<file path="config.mk">
export PLATFORM = sky130hd
export DESIGN_NAME = dut_fsm
export DESIGN_NICKNAME = d
export VERILOG_FILES = /design/src/rtl/dut_fsm_pkg.sv /design/src/rtl/tmr_voter.sv /design/src/rtl/dut_fsm.sv
export SDC_FILE = /design/constraint.sdc
export NUM_CORES = 1
export LEC_CHECK = 0
export ABC_AREA = 1
export BUFFER_PORTS_ARGS = -buffer_cell sky130_fd_sc_hd__buf_2
export CAP_MARGIN = 30
export CELL_PAD_IN_SITES_DETAIL_PLACEMENT = 0
export CELL_PAD_IN_SITES_GLOBAL_PLACEMENT = 1
export CORE_MARGIN = 5
export CORE_UTILIZATION = 34
export DETAILED_ROUTE_END_ITERATION = 10
export PLACE_DENSITY = 0.74
export SETUP_SLACK_MARGIN = 0.1
export SKIP_LAST_GASP = 1
export SLEW_MARGIN = 30
export SYNTH_ARGS = -nofsm -noshare
export SYNTH_HDL_FRONTEND = slang
export SYNTH_SLANG_ARGS = --single-unit
</file>
<file path="constraint.sdc">
create_clock -name clk_i -period 1.41 [get_ports clk_i]
set_input_delay 0.423 -clock clk_i [delete_from_list [all_inputs] [get_ports clk_i]]
set_output_delay 0.423 -clock clk_i [all_outputs]
set_load 0.005 [all_outputs]
</file>
<file path="src/rtl/dut_fsm_pkg.sv">
// Shared types and helpers for the sequence-checker FSM and its TMR pattern generator.
package dut_fsm_pkg;

  localparam int unsigned MAX_W   = 32;
  localparam int unsigned STATE_W = 2;

  // All-ones pattern; truncated to N bits it is the error code 2^N-1.
  localparam logic [MAX_W-1:0] ERR_ALL = '1;

  typedef enum logic [STATE_W-1:0] {
    S_INIT  = 2'd0,
    S_TRACK = 2'd1,
    S_ERR   = 2'd2
  } state_t;

  function automatic logic [MAX_W-1:0] maj3(input logic [MAX_W-1:0] a,
                                            input logic [MAX_W-1:0] b,
                                            input logic [MAX_W-1:0] c);
    return (a & b) | (a & c) | (b & c);
  endfunction

endpackage

</file>
<file path="src/rtl/tmr_voter.sv">
// Three-way bitwise majority voter with a replica-disagreement flag.
module tmr_voter
  import dut_fsm_pkg::*;
#(
  parameter int unsigned W = 4
) (
  input  logic [W-1:0] a_i,
  input  logic [W-1:0] b_i,
  input  logic [W-1:0] c_i,
  output logic [W-1:0] vote_o,
  output logic         mismatch_o
);

  assign vote_o     = W'(maj3(MAX_W'(a_i), MAX_W'(b_i), MAX_W'(c_i)));
  assign mismatch_o = (a_i != b_i) || (a_i != c_i);

endmodule

</file>
<file path="src/rtl/dut_fsm.sv">
// Sequence checker: accepts hold or +1 (wrapping at LIM) steps, flags anything else
// with the all-ones error code. State, prev and output are TMR-protected.
module dut_fsm
  import dut_fsm_pkg::*;
#(
  parameter int unsigned N   = 4,
  parameter int unsigned LIM = 14
) (
  input  logic         clk_i,
  input  logic         rst_i,
  input  logic [N-1:0] data_i,
  output logic [N-1:0] data_o
);

  localparam logic [N-1:0] ERR   = N'(ERR_ALL);
  localparam logic [N-1:0] LIM_V = N'(LIM);

  state_t             state_q [3];
  logic [N-1:0]       prev_q  [3];
  logic [N-1:0]       out_q   [3];
  state_t             state_d;
  logic [N-1:0]       prev_d;
  logic [N-1:0]       out_d;
  logic [STATE_W-1:0] state_vote;
  state_t             state_v;
  logic [N-1:0]       prev_v;
  logic [N-1:0]       out_v;
  logic [2:0]         mismatch_unused;
  logic               in_range;
  logic               legal_step;
  logic               accept;

  tmr_voter #(.W(STATE_W)) u_vote_state (
    .a_i(state_q[0]), .b_i(state_q[1]), .c_i(state_q[2]),
    .vote_o(state_vote), .mismatch_o(mismatch_unused[0])
  );
  tmr_voter #(.W(N)) u_vote_prev (
    .a_i(prev_q[0]), .b_i(prev_q[1]), .c_i(prev_q[2]),
    .vote_o(prev_v), .mismatch_o(mismatch_unused[1])
  );
  tmr_voter #(.W(N)) u_vote_out (
    .a_i(out_q[0]), .b_i(out_q[1]), .c_i(out_q[2]),
    .vote_o(out_v), .mismatch_o(mismatch_unused[2])
  );

  assign state_v    = state_t'(state_vote);
  assign in_range   = (data_i <= LIM_V);
  assign legal_step = (data_i == prev_v) ||
                      (data_i == ((prev_v == LIM_V) ? '0 : prev_v + N'(1)));

  // State register: all replicas reload from the voted next value.
  always_ff @(posedge clk_i or negedge rst_i) begin
    if (!rst_i) begin
      for (int i = 0; i < 3; i++) begin
        state_q[i] <= S_INIT;
        prev_q[i]  <= '0;
        out_q[i]   <= '0;
      end
    end else begin
      for (int i = 0; i < 3; i++) begin
        state_q[i] <= state_d;
        prev_q[i]  <= prev_d;
        out_q[i]   <= out_d;
      end
    end
  end

  // Next-state logic.
  always_comb begin
    state_d = state_v;
    case (state_v)
      S_INIT, S_ERR: if (in_range) state_d = S_TRACK;
      S_TRACK:       state_d = legal_step ? S_TRACK : S_ERR;
      default:       state_d = S_INIT;
    endcase
  end

  // Output and prev update; INIT and ERR both resynchronise on any in-range value.
  always_comb begin
    prev_d = prev_v;
    out_d  = ERR;
    accept = (state_v == S_TRACK) ? legal_step : in_range;
    if (accept) begin
      prev_d = data_i;
      out_d  = data_i;
    end
  end

  assign data_o = out_v;

endmodule

</file>
==> flow_summary.json <==
{
  "r2r-end": "out_q[3]$_DFF_PN0_",
  "dpl_worst_slack_ns": -0.119,
  "core_sq_um": 1730,
  "fmax_mhz": 690,
  "nets": 113,
  "endpoint": "out_q[3]$_DFF_PN0_",
  "die_x_um": 52.4,
  "worstSetupStartpoint": "prev_q[1]$_DFFE_PN0P_",
  "synth_warnings": 0,
  "hold_viol": 0,
  "skew_ns": 0.00147,
  "dr.pass1.iters": 4,
  "status": "complete, but fails checks",
  "wl_per_cell_um": 10.5,
  "seq_area_sq_um": 255,
  "power.density_nw_per_um2": 2070,
  "synth_area_sq_um": 612,
  "grt_max_degree": 11,
  "hold_buffers": 0,
  "clkTransAtPathRegs_ns": 0.06,
  "required_ns": 1.57,
  "setup.worst_path.start_class": "flip-flop",
  "cp_cell_sequence": "nand3_2, nand2_2, nand2_1, nand2_1, nand2_1, nor2_2, nand2_2, nand3_4, nand2_4, inv_4, nand2_1",
  "yosys-top-cells-area": "dfrtp_1, nand2_1, nand3_1, xnor2_1, nand2_2",
  "routed_via_density": 4.42,
  "rsz0062_at_grt": "yes",
  "drtIter0Drc": 5,
  "multi_input_area_sq_um": 333,
  "dp_hpwl_um": 1050,
  "die_y_um": 52.4,
  "maxCapViolations": 0,
  "routed_wl_um": 1380,
  "ir_worst_vdd_mv": 1.02,
  "numPortBuffers": 9,
  "ios": 10,
  "grt_pass1_wl_um": 2480,
  "antenna_found_initial": 0,
  "insertion_delay_ns": 0.27,
  "slowest_stage": "dfrtp_2",
  "finalSetupViolCount": 8,
  "violations": "setup timing",
  "drive_gt1_frac": 0.472,
  "synth_nets": 85,
  "clockBufferDepth": 2,
  "gp_congestion": 0.814,
  "power_leakage_nw": 0.441,
  "remaining_drc_errors": 0,
  "ys_ff_latch": 10,
  "synth.largest_area_cell": "dfrtp_1",
  "hp-class": "in -> async",
  "clockRootBuffer": "clkbuf_4",
  "fp.dieArea_sq_um": 2750,
  "synth_top_area_frac": 0.409,
  "initial_utilization": 0.354,
  "fp-row-count": 15,
  "seq_area_frac_synth": 0.409,
  "worstSetupPathType": "reg -> reg",
  "worst-path-max-fanout": 8,
  "grt_pass1_vias": 580,
  "setup_ws_ns": -0.0389,
  "worst_path_most_repeated_cell": "nand2_1",
  "worstMarginPinSlew_ns": 0.319,
  "reg2reg_from": "prev_q[1]$_DFFE_PN0P_",
  "syn-instance-count": 79,
  "r2r_slack_ns": -0.04,
  "grt.total_usage": 0.126,
  "slew_viol_final": 0,
  "critPathMaxStageDelay_ns": 0.45,
  "antenna_cells": 0,
  "place_inst": 125,
  "ant_nets": 0,
  "crit_arrival_ns": 1.61,
  "period_needed_ns": 1.45,
  "numCtsBuffers": 3,
  "syn_area_per_cell_sq_um": 7.74,
  "finalNonFillerCells": 131,
  "cts_tree": "built",
  "synth_cell_types": 19,
  "clock_sinks": 10,
  "h-tree-depth": 1,
  "fillers": 194,
  "timing.final.crit_share": 1.03,
  "grt_overflow_total": 0,
  "vias": 579,
  "relSlewSlack": 0.785,
  "critPathCaptureType": "flip-flop",
  "reg2reg_depth": 11,
  "area_growth_pct": 39.5
}
## cell usage in the layout (no fill, tap or decap), types with 2 or more instances in the layout
cell,netlist,routed
xnor2_1,4,3
buf_4,0,14
inv_2,3,3
nor2_1,2,2
inv_1,5,5
nand3_2,1,2
nand2_2,5,5
dfrtp_1,10,6
nand2_1,28,28
nand3_1,11,10
dfrtp_2,0,4
buf_2,1,9
clkbuf_4,0,3
## critical path, delay by kind of cell (launching register included)
family        cells  cell delay (ns)
simple gates     10             0.80
flops             1             0.45
buf+inv           1             0.09
## sequential cells by signal, indices dropped and copies added, names as in the netlist
name and count:
out_q 4, prev_q 4, state_q 2
## where the power goes
part           internal (mW)  total (mW)  switching (mW)
Combinational          0.438       0.924           0.486
Sequential             0.430       0.590           0.160
Clock                  0.157       0.257           0.100
## area by class of cell
type                    count  area share
repair buffers             24       0.189
clock buffers               4      0.0425
inverters                   9      0.0425
well taps                  25      0.0367
flip-flops and latches     10       0.299
multi-input cells          59       0.390
## metal layers
layer | track usage | wire, um | vias to the layer above
met5 | 0 | 0 | -
met4 | 0.0511 | 25 | 0
met3 | 0.0513 | 48 | 5
met2 | 0.200 | 689 | 7
met1 | 0.149 | 613 | 263
li1 | - | - | 304
## how the worst min path moves through the flow
stage / endpoint / startpoint
detailed placement: state_q[1]$_DFF_PN0_ / rst_i
floorplan: out_q[0]$_DFF_PN0_ / rst_i
global placement: state_q[1]$_DFF_PN0_ / rst_i
CTS: out_q[0]$_DFF_PN0_ / rst_i
global route: out_q[0]$_DFF_PN0_ / rst_i
finish: out_q[0]$_DFF_PN0_ / rst_i
## through the flow
step / power [mW] / utilization / cell area [sq um] / hold slack [ns] / TNS, ns
floorplan: 1.18 / - / 623 / 0.127 / 0
CTS: 1.78 / 0.494 / 853 / 0.00372 / -0.233
global route: 1.95 / 0.494 / 853 / 0.00172 / -1.29
detailed placement: 1.43 / 0.455 / 786 / 0.295 / -0.841
global placement: 1.42 / 0.455 / 786 / 0.292 / -0.640
finish: 1.77 / 0.494 / 853 / 0.000200 / -0.180
## timing repair
action | 4_1_cts | 5_1_grt
setup buffers | 2 | 0
pin swaps | 4 | 4
endpoints found under the setup margin | 10 | 10
resized for setup | 7 | 0
## synth_stat cells
master / number
xnor2_1: 4
nand2_2: 5
inv_4: 1
nand3_4: 1
inv_1: 5
nor2_1: 2
o21ai_2: 1
buf_2: 1
nand2_1: 28
dfrtp_1: 10
nand3_2: 1
nand4_1: 1
inv_2: 3
nand3_1: 11
a21oi_2: 1
nor4_2: 1
nor2_2: 1
o21ai_0: 1
nand2_4: 1
## kinds of logic after synthesis
family,after synthesis,share of synthesized area
AND/OR/NAND/NOR,52,0.429
flip-flops,10,0.409
buffers and inverters,10,0.0675
XOR/XNOR,4,0.0573
AO/OA/AOI/OAI,3,0.0368
No activity file was read; power rests on OpenSTA's default activity.
